File: src/rtl/pipe_pkg.sv
// Shared types for the elastic pipeline-stage register: FSM state
// encoding and the control-bundle width used at each core boundary.
package pipe_pkg;

  // Occupancy of the stage: main register only, or main plus skid entry.
  typedef enum logic [1:0] {
    ST_EMPTY = 2'd0,
    ST_FULL  = 2'd1,
    ST_SKID  = 2'd2
  } state_e;

  // Inter-stage boundaries of the core.
  typedef enum logic [1:0] {
    BND_IF_ID  = 2'd0,
    BND_ID_EX  = 2'd1,
    BND_EX_MEM = 2'd2,
    BND_MEM_WB = 2'd3
  } boundary_e;

  // Control-bundle width carried across each boundary; instantiating
  // stages use this to size NB_CTRL consistently.
  function automatic int unsigned stage_ctrl_width(boundary_e b);
    int unsigned w;
    w = 9;
    case (b)
      BND_IF_ID:  w = 4;
      BND_ID_EX:  w = 9;
      BND_EX_MEM: w = 6;
      BND_MEM_WB: w = 3;
      default:    w = 9;
    endcase
    return w;
  endfunction

endpackage

File: src/rtl/sat_counter.sv
// Saturating up-counter with synchronous clear; clear wins over increment
// and the count sticks at all-ones instead of wrapping.
module sat_counter #(
  parameter int NB_CNT = 16
) (
  input  logic              clk,
  input  logic              rst_n,
  input  logic              inc,
  input  logic              clr,
  output logic [NB_CNT-1:0] cnt
);

  // Count register: async reset, clear priority, saturate at max.
  always_ff @(posedge clk or negedge rst_n) begin
    if (!rst_n) begin
      cnt <= '0;
    end else if (clr) begin
      cnt <= '0;
    end else if (inc && (cnt != {NB_CNT{1'b1}})) begin
      cnt <= cnt + 1'b1;
    end
  end

endmodule

File: src/rtl/pipe_stage_skid_reg.sv
// Elastic pipeline-stage register with a 2-entry skid buffer, synchronous
// flush with bubble injection and a saturating stall counter.
//
// Handshake: a beat moves on a side only in a cycle where both valid and
// ready are high on that side (in_fire = i_valid & o_ready, out_fire =
// o_valid & i_ready). Valid never depends on ready in the same cycle, and
// o_ready/o_valid are decoded straight from the state register, so there is
// no combinational path from i_ready to o_ready.
module pipe_stage_skid_reg
  import pipe_pkg::*;
#(
  parameter int                 NB_CTRL            = 9,
  parameter int                 NB_DATA            = 128,
  parameter logic [NB_CTRL-1:0] CTRL_BUBBLE        = {NB_CTRL{1'b0}},
  parameter int                 ZERO_DATA_ON_FLUSH = 0,
  parameter int                 NB_CNT             = 16
) (
  input  logic               clk,
  input  logic               i_rst_n,
  input  logic               i_valid,
  output logic               o_ready,
  input  logic [NB_CTRL-1:0] i_ctrl,
  input  logic [NB_DATA-1:0] i_data,
  output logic               o_valid,
  input  logic               i_ready,
  output logic [NB_CTRL-1:0] o_ctrl,
  output logic [NB_DATA-1:0] o_data,
  input  logic               i_flush,
  input  logic               i_clr_cnt,
  output logic [NB_CNT-1:0]  o_stall_cnt,
  output state_e             o_dbg_state
);

  localparam bit ZERO_DATA = (ZERO_DATA_ON_FLUSH != 0);

  state_e             state_q, state_d;
  logic [NB_CTRL-1:0] main_ctrl_q, main_ctrl_d;
  logic [NB_DATA-1:0] main_data_q, main_data_d;
  logic [NB_CTRL-1:0] skid_ctrl_q, skid_ctrl_d;
  logic [NB_DATA-1:0] skid_data_q, skid_data_d;
  logic [NB_DATA-1:0] bubble_data;
  logic               in_fire;
  logic               out_fire;

  assign o_valid     = (state_q != ST_EMPTY);
  assign o_ready     = (state_q != ST_SKID);
  assign o_ctrl      = main_ctrl_q;
  assign o_data      = main_data_q;
  assign o_dbg_state = state_q;

  assign in_fire  = i_valid & o_ready;
  assign out_fire = o_valid & i_ready;

  // Payload left in the main register when it turns into a bubble.
  assign bubble_data = ZERO_DATA ? '0 : main_data_q;

  // Next-state and datapath selection; flush overrides every transfer.
  always_comb begin
    state_d     = state_q;
    main_ctrl_d = main_ctrl_q;
    main_data_d = main_data_q;
    skid_ctrl_d = skid_ctrl_q;
    skid_data_d = skid_data_q;
    if (i_flush) begin
      // Held and incoming entries are discarded; a downstream accept in
      // this cycle has already consumed the current output.
      state_d     = ST_EMPTY;
      main_ctrl_d = CTRL_BUBBLE;
      main_data_d = bubble_data;
      skid_ctrl_d = '0;
      skid_data_d = '0;
    end else begin
      case (state_q)
        ST_EMPTY: begin
          if (in_fire) begin
            main_ctrl_d = i_ctrl;
            main_data_d = i_data;
            state_d     = ST_FULL;
          end
        end
        ST_FULL: begin
          if (in_fire && out_fire) begin
            main_ctrl_d = i_ctrl;
            main_data_d = i_data;
          end else if (out_fire) begin
            main_ctrl_d = CTRL_BUBBLE;
            main_data_d = bubble_data;
            state_d     = ST_EMPTY;
          end else if (in_fire) begin
            // Output is stalled, so the new beat parks in the skid slot.
            skid_ctrl_d = i_ctrl;
            skid_data_d = i_data;
            state_d     = ST_SKID;
          end
        end
        ST_SKID: begin
          // The skid entry is older than anything upstream, so it always
          // moves into main before new input is taken.
          if (out_fire) begin
            main_ctrl_d = skid_ctrl_q;
            main_data_d = skid_data_q;
            skid_ctrl_d = '0;
            skid_data_d = '0;
            state_d     = ST_FULL;
          end
        end
        default: begin
          state_d     = ST_EMPTY;
          main_ctrl_d = CTRL_BUBBLE;
          main_data_d = '0;
          skid_ctrl_d = '0;
          skid_data_d = '0;
        end
      endcase
    end
  end

  // State and datapath registers; reset drops every entry at once.
  always_ff @(posedge clk or negedge i_rst_n) begin
    if (!i_rst_n) begin
      state_q     <= ST_EMPTY;
      main_ctrl_q <= CTRL_BUBBLE;
      main_data_q <= '0;
      skid_ctrl_q <= '0;
      skid_data_q <= '0;
    end else begin
      state_q     <= state_d;
      main_ctrl_q <= main_ctrl_d;
      main_data_q <= main_data_d;
      skid_ctrl_q <= skid_ctrl_d;
      skid_data_q <= skid_data_d;
    end
  end

  // Cycles where a valid output is held back by the consumer.
  sat_counter #(
    .NB_CNT (NB_CNT)
  ) u_stall_cnt (
    .clk   (clk),
    .rst_n (i_rst_n),
    .inc   (o_valid & ~i_ready),
    .clr   (i_clr_cnt),
    .cnt   (o_stall_cnt)
  );

endmodule

File: config.mk
export PLATFORM = sky130hd
export DESIGN_NAME = pipe_stage_skid_reg
export DESIGN_NICKNAME = d
export VERILOG_FILES = /design/src/rtl/pipe_pkg.sv /design/src/rtl/sat_counter.sv /design/src/rtl/pipe_stage_skid_reg.sv
export SDC_FILE = /design/constraint.sdc
export NUM_CORES = 1
export LEC_CHECK = 0
export BUFFER_PORTS_ARGS = -buffer_cell sky130_fd_sc_hd__buf_4
export CAP_MARGIN = 20
export CELL_PAD_IN_SITES_DETAIL_PLACEMENT = 2
export CELL_PAD_IN_SITES_GLOBAL_PLACEMENT = 2
export CORE_ASPECT_RATIO = 0.9
export CORE_MARGIN = 4
export CORE_UTILIZATION = 36
export CTS_CLUSTER_DIAMETER = 30
export DETAILED_ROUTE_END_ITERATION = 10
export PLACE_DENSITY = 0.84
export SYNTH_ARGS = -nofsm -noshare
export SYNTH_HDL_FRONTEND = slang
export SYNTH_SLANG_ARGS = --single-unit
File: constraint.sdc
create_clock -name clk -period 2.43 [get_ports clk]
set_input_delay 0.3645 -clock clk [delete_from_list [all_inputs] [get_ports clk]]
set_output_delay 0.3645 -clock clk [all_outputs]
set_load 0.01 [all_outputs]
# --- Word-level counts from Yosys, hierarchy flattened ---
# Cells that the tools add are included.
totals:
  ff_bits: 292
  latch_bits: 0
  ramBits: 0
  romBits: 0
  input_bits: 143
  out_inout_bits: 157
  wordCells: 64
  n_memories: 0
classes:
  n_addsub: 1
  multipliers: 0
  div_mod_pow: 0
  magnitude_cmp: 0
  n_eq_ne: 15
  n_shift: 0
  mux: 28
  n_bitwise: 5
  n_reduce_logical: 9
op_table:
  columns: ["op", "n"]
  rows:
  - ["2-to-1 mux 128 bit", 7]
  - ["one-hot mux 128 bit (3 select lines)", 2]
  - ["2-to-1 mux 9 bit", 8]
  - ["one-hot mux 9 bit (3 select lines)", 2]
  - ["2-to-1 mux 16 bit", 2]
  - ["adder 16 x 1 -> 16 bit (second input constant)", 1]
  - ["!= test 16 bit (second input constant)", 1]
  - ["!= test 3 bit (second input constant)", 5]
  - ["2-to-1 mux 2 bit", 6]
  - ["!= test 2 bit (second input constant)", 5]
  - ["!= test 4 bit (second input constant)", 2]
  - ["AND reduction 4 bit", 2]
  - ["one-hot mux 2 bit (3 select lines)", 1]
  - ["AND reduction 5 bit", 1]
  - ["nonzero test 2 bit", 2]
  - ["bitwise AND 1 bit", 3]
  - ["AND reduction 3 bit", 1]
  - ["equality test 2 x 1 -> 1 bit (second input constant)", 1]
  - ["equality test 2 bit (second input constant)", 1]
  - ["logical AND 1 bit", 2]
  - ["logical NOT 2 bit", 1]
  - ["inverter 1 bit", 2]

# --- Longest topological paths before layout ---
logic_depth:
  depth_word: 7
  mapped_depth: 7
  depth_no_buf: 5

# --- Cells and area by module ---
# Synthesis repeated with hierarchy kept, for this count alone.
hier_totals:
  hier_cells: 1232
  hier_area_um2: 13760.7
by_module_without_submodules:
  columns: ["module", "n_inst", "cells_per_inst", "area_each_um2"]
  rows:
  - ["pipe_stage_skid_reg", 1, 1134, 12818.5]
  - ["sat_counter", 1, 98, 942.2]

# --- Worst setup path after synthesis ---
# OpenSTA, ideal clock, no wires.
synth_timing:
  path_type: "reg2reg"
  start: "reg state_q[1] (netlist: o_dbg_state[1])"
  end: "reg main_data_q[0] (netlist: o_data[0])"
  t_arrival_ns: 1.648
  slack_ns: 0.657
  stages_incl_launch_ff: 8
  n_path_buf: 3
  synth_period_minus_slack_ns: 1.773
  cell_sequence: "dfrtp_1 > nor2b_1 > buf_6 > nand2b_2 > nor3b_4 > buf_6 > buf_12 > mux2_4"
synth_between:
  elab_chain_len: 5
synth_lines:
  columns: ["item", "line", "text"]
  rows:
  - ["start, declared", "pipe_stage_skid_reg.sv:36", "state_e state_q, state_d;"]
  - ["start signal, assigned", "pipe_stage_skid_reg.sv:127", "state_q <= state_d;"]
  - ["!= test 2 bit or nonzero test 2 bit (tied branches)", "pipe_stage_skid_reg.sv:46, pipe_stage_skid_reg.sv:45", null]
  - ["bitwise AND 1 bit (on tied branches)", "pipe_stage_skid_reg.sv:51, pipe_stage_skid_reg.sv:52", null]
  - ["logical AND 1 bit", "pipe_stage_skid_reg.sv:82", "if (in_fire && out_fire) begin"]
  - ["!= test 2 bit (no line)", null, null]
  - ["AND reduction 4 bit (no line)", null, null]
  - ["end signal, assigned", "pipe_stage_skid_reg.sv:129", "main_data_q <= main_data_d;"]
  - ["end, declared", "pipe_stage_skid_reg.sv:38", "logic [NB_DATA-1:0] main_data_q, main_data_d;"]
# Several ways; a longest one is shown, not always the timed one.
# A chain may end at the register's enable or synchronous reset.

# --- Final worst setup path ---
layout_timing:
  start: "reg state_q[0] (netlist: o_dbg_state[0])"
  end: "out o_ready"
layout_between:
  elab_chain_len: 1
layout_lines:
  columns: ["item", "line", "text"]
  rows:
  - ["!= test 2 bit", "pipe_stage_skid_reg.sv:46", "assign o_ready = (state_q != ST_SKID);"]
  - ["end, declared", "pipe_stage_skid_reg.sv:21", "output logic o_ready,"]
# No other way between the ends.

==> impl_metrics.py <==
metrics = {
    "grt": {
        "antenna_found_initial": 1,
        "grt_use_total": 0.259,
        "grt_pass1_vias": 13300,
        "grt_pass1_wl_mm": 85.8,
        "grt_max_degree": 73,
        "grt-ovfl-total": 0,
    },
    "floorplanning": {
        "placementRows": 68,
        "die_width_um": 218,
        "die_area_mm2": 0.0428,
        "start_util": 0.368,
        "io_pins": 300,
        "fp.dieH_um": 197,
        "core_mm2": 0.0387,
    },
    "routing": {
        "drt-initial-drc-count": 580,
        "dr.pass1.iters": 5,
        "ant_nets": 0,
        "drcViolationCount": 0,
        "vias": 11100,
        "routedWlPerCell_um": 25.9,
        "finalWirelength_mm": 55.6,
        "via_per_inst": 5.17,
    },
    "pwr": {
        "power_frac_seq": 0.313,
        "swShare": 0.267,
        "max-vdd-ir-drop_v": 0.000630,
        "p_leak_nw": 9.42,
        "clkPwrFrac": 0.528,
        "power.density_mw_per_mm2": 971,
        "p_comb_frac": 0.159,
        "p_int_mw": 13.9,
        "p_switching_mw": 5.06,
        "finalPower_mw": 18.9,
    },
    "setup_path": {
        "cp_data_required_time_ps": 2070,
        "cp.arrival_ps": 1930,
        "worst_path_max_delay_cell": "dfrtp_1",
        "critPathMaxFanout": 65,
        "critPathCaptureType": "output pin",
        "cpPeakStageDelay_ps": 440,
        "critPathLaunchType": "flop",
        "crit_chain": "nor2b_4, buf_6, inv_2, buf_12, buf_4",
        "path_class": "flop to output pin",
    },
    "sta": {
        "fmax_mhz": 436,
        "finalCriticalPeriod_ps": 2300,
        "clock_skew_ps": 32.4,
        "worstMarginPinSlew_ps": 676,
        "fin_setup_tns_ps": 0,
        "finalSetupViolations": 0,
        "finalHoldViolations": 0,
        "relSlewSlack": 0.549,
        "fin_crit_sh": 0.944,
        "rsz0062_at_grt": "false",
        "maxSlewViolCount": 0,
    },
    "hold_path": {
        "hold_path.class": "input pin to flop",
    },
    "finish": {
        "antenna_cells": 0,
        "syn2layout_area_growth_pct": 37.0,
        "stdcell_area_mm2": 0.0195,
        "drive_above_1_share": 0.370,
        "fin_nets": 1706,
    },
    "placed_design": {
        "port_buffers": 299,
        "dpl_cell_area_mm2": 0.0170,
        "hpwl_mm": 31.6,
        "gp_congestion": 0.769,
    },
    "synth": {
        "syn_area_mm2": 0.0142,
        "avgSynthCellArea_um2": 11.5,
        "ys_seq_area_frac": 0.513,
        "netlist_top_cells_count": "292 x dfrtp_1, 209 x inv_1, 142 x nand2_1",
        "synth-async-reset-ratio": 1.00,
        "ys.flop_type": "dfrtp_1",
        "synth.distinct_cells": 51,
        "synth_enable_flop_cells": 0,
        "synthTopCellsByArea": "dfrtp_1 51%, mux2_4 11%, mux2i_1 9.8%, inv_1 5.5%, a22o_1 4.6%",
        "synth_top_cell_by_area": "dfrtp_1",
        "synth_most_common_cell": "dfrtp_1",
        "synth_top_area_share": 0.513,
        "yosys_warnings": 0,
        "synth-seq-cells": 292,
        "synthCells": 1233,
        "syn_nets": 1377,
    },
    "status": {
        "status": "complete, no violations",
    },
    "clock_tree": {
        "tritoncts": "done",
        "htreeDepth": 3,
        "clkLatencyLatePin_ps": 590,
        "path_clk_slew_ps": 50,
        "clkSinkCount": 292,
        "cts_buffer_depth": 3,
        "cts_root_buf": "clkbuf_16",
        "numCtsBuffers": 73,
    },
    "job": {
        "timing.max_cap.violations": 0,
    },
}
logic make-up after synthesis:
kind of cell | Yosys count | share of synthesized area
AO/OA/AOI/OAI | 182 | 0.0940
adder cells (fa/ha/maj) | 1 | 0.000879
buffers and inverters | 292 | 0.0993
flip-flops | 292 | 0.513
multiplexers | 271 | 0.229
AND/OR/NAND/NOR | 195 | 0.0636
flip-flops by register name (all words and copies together) (netlist names):
register         count
o_data             128
skid_data_q        128
u_stall_cnt.cnt     16
o_ctrl               9
skid_ctrl_q          9
o_dbg_state          2
metrics by stage:
stage	setup slack, ps	utilization	hold WS (ps)	std cells
global route	8.51	0.504	23.4	2145
CTS	75.4	0.504	6.96	2145
finish	135	0.504	45.1	2145
floorplan	657	-	68.9	1233
detailed placement	320	0.438	343	2010
global placement	400	0.438	344	2010
power by group through the flow:
| stage | logic (mW) | registers [mW] | clock network [mW] |
|---|---|---|---|
| floorplan | 1.31 | 6.01 | 0 |
| global placement | 2.77 | 5.92 | 0 |
| detailed placement | 2.93 | 5.95 | 0 |
| CTS | 3.06 | 5.93 | 10.1 |
| global route | 3.21 | 5.98 | 10.5 |
| finish | 3.01 | 5.93 | 9.99 |
placed cells by master, fill, tap and decap left out, drive strengths merged, types with 2 or more instances in the layout:
cell and instances:
clkinvlp 6, nand3b 2, or3 4, nor2 8, mux2 131, inv 216
mux2i 140, a21oi 16, bufinv 9, clkbuf 94, dfrtp 292, nor2b 4
nand2b 2, clkinv 19, buf 334, nor3b 3, nand2 144, and4 2
and2b 2, and3 2, or4 6, o22ai 71, nand4 5, a22o 75
o31ai 7, nor4 4, o21ai 6, nand3 4
per-layer routing:
metal / share of wire / global-route usage / vias to the layer above
li1: - / - / 4828
met1: 0.39 / 0.301 / 5825
met2: 0.53 / 0.467 / 336
met3: 0.052 / 0.0694 / 108
met4: 0.028 / 0.0841 / 2
met5: 0.00036 / 0 / -
layout make-up:
class	count	area, µm²
Fill cell	3785	19200
Sequential cell	292	7310
Timing Repair Buffer	335	2700
Clock buffer	94	2030
Clock inverter	39	477
Multi-Input combinational cell	649	5530
Tap cell	525	657
Inverter	211	792
path summary, 6_finish.rpt:
check,start,endpoint,slack [ps],cells past startpoint
hold reg to reg,o_data[51],o_data[51],500,1
max in group asynchronous,i_rst_n,skid_data_q[93],1340,3
setup reg to reg,o_dbg_state[0],skid_data_q[111],380,5
setup / recovery,o_dbg_state[0],o_ready,130,5
hold / removal,i_data[42],skid_data_q[42],50,3
min in group asynchronous,i_rst_n,skid_data_q[41],320,2
repair_timing:
| item | CTS | global route |
|---|---|---|
| hold buffers | 1 | 0 |
| endpoints found under the hold margin | 46 | 0 |
| setup buffers | 1 | 0 |
| endpoints found under the setup margin | 1 | 0 |
| gates resized for setup | 1 | 0 |
worst max-delay path, delay by kind of cell (launching register included):
| family | cells | cell delay, ps |
|---|---|---|
| buf+inv | 4 | 700 |
| flops | 1 | 440 |
| simple gates | 1 | 170 |
Note: power is estimated with default switching activity, not from simulation.
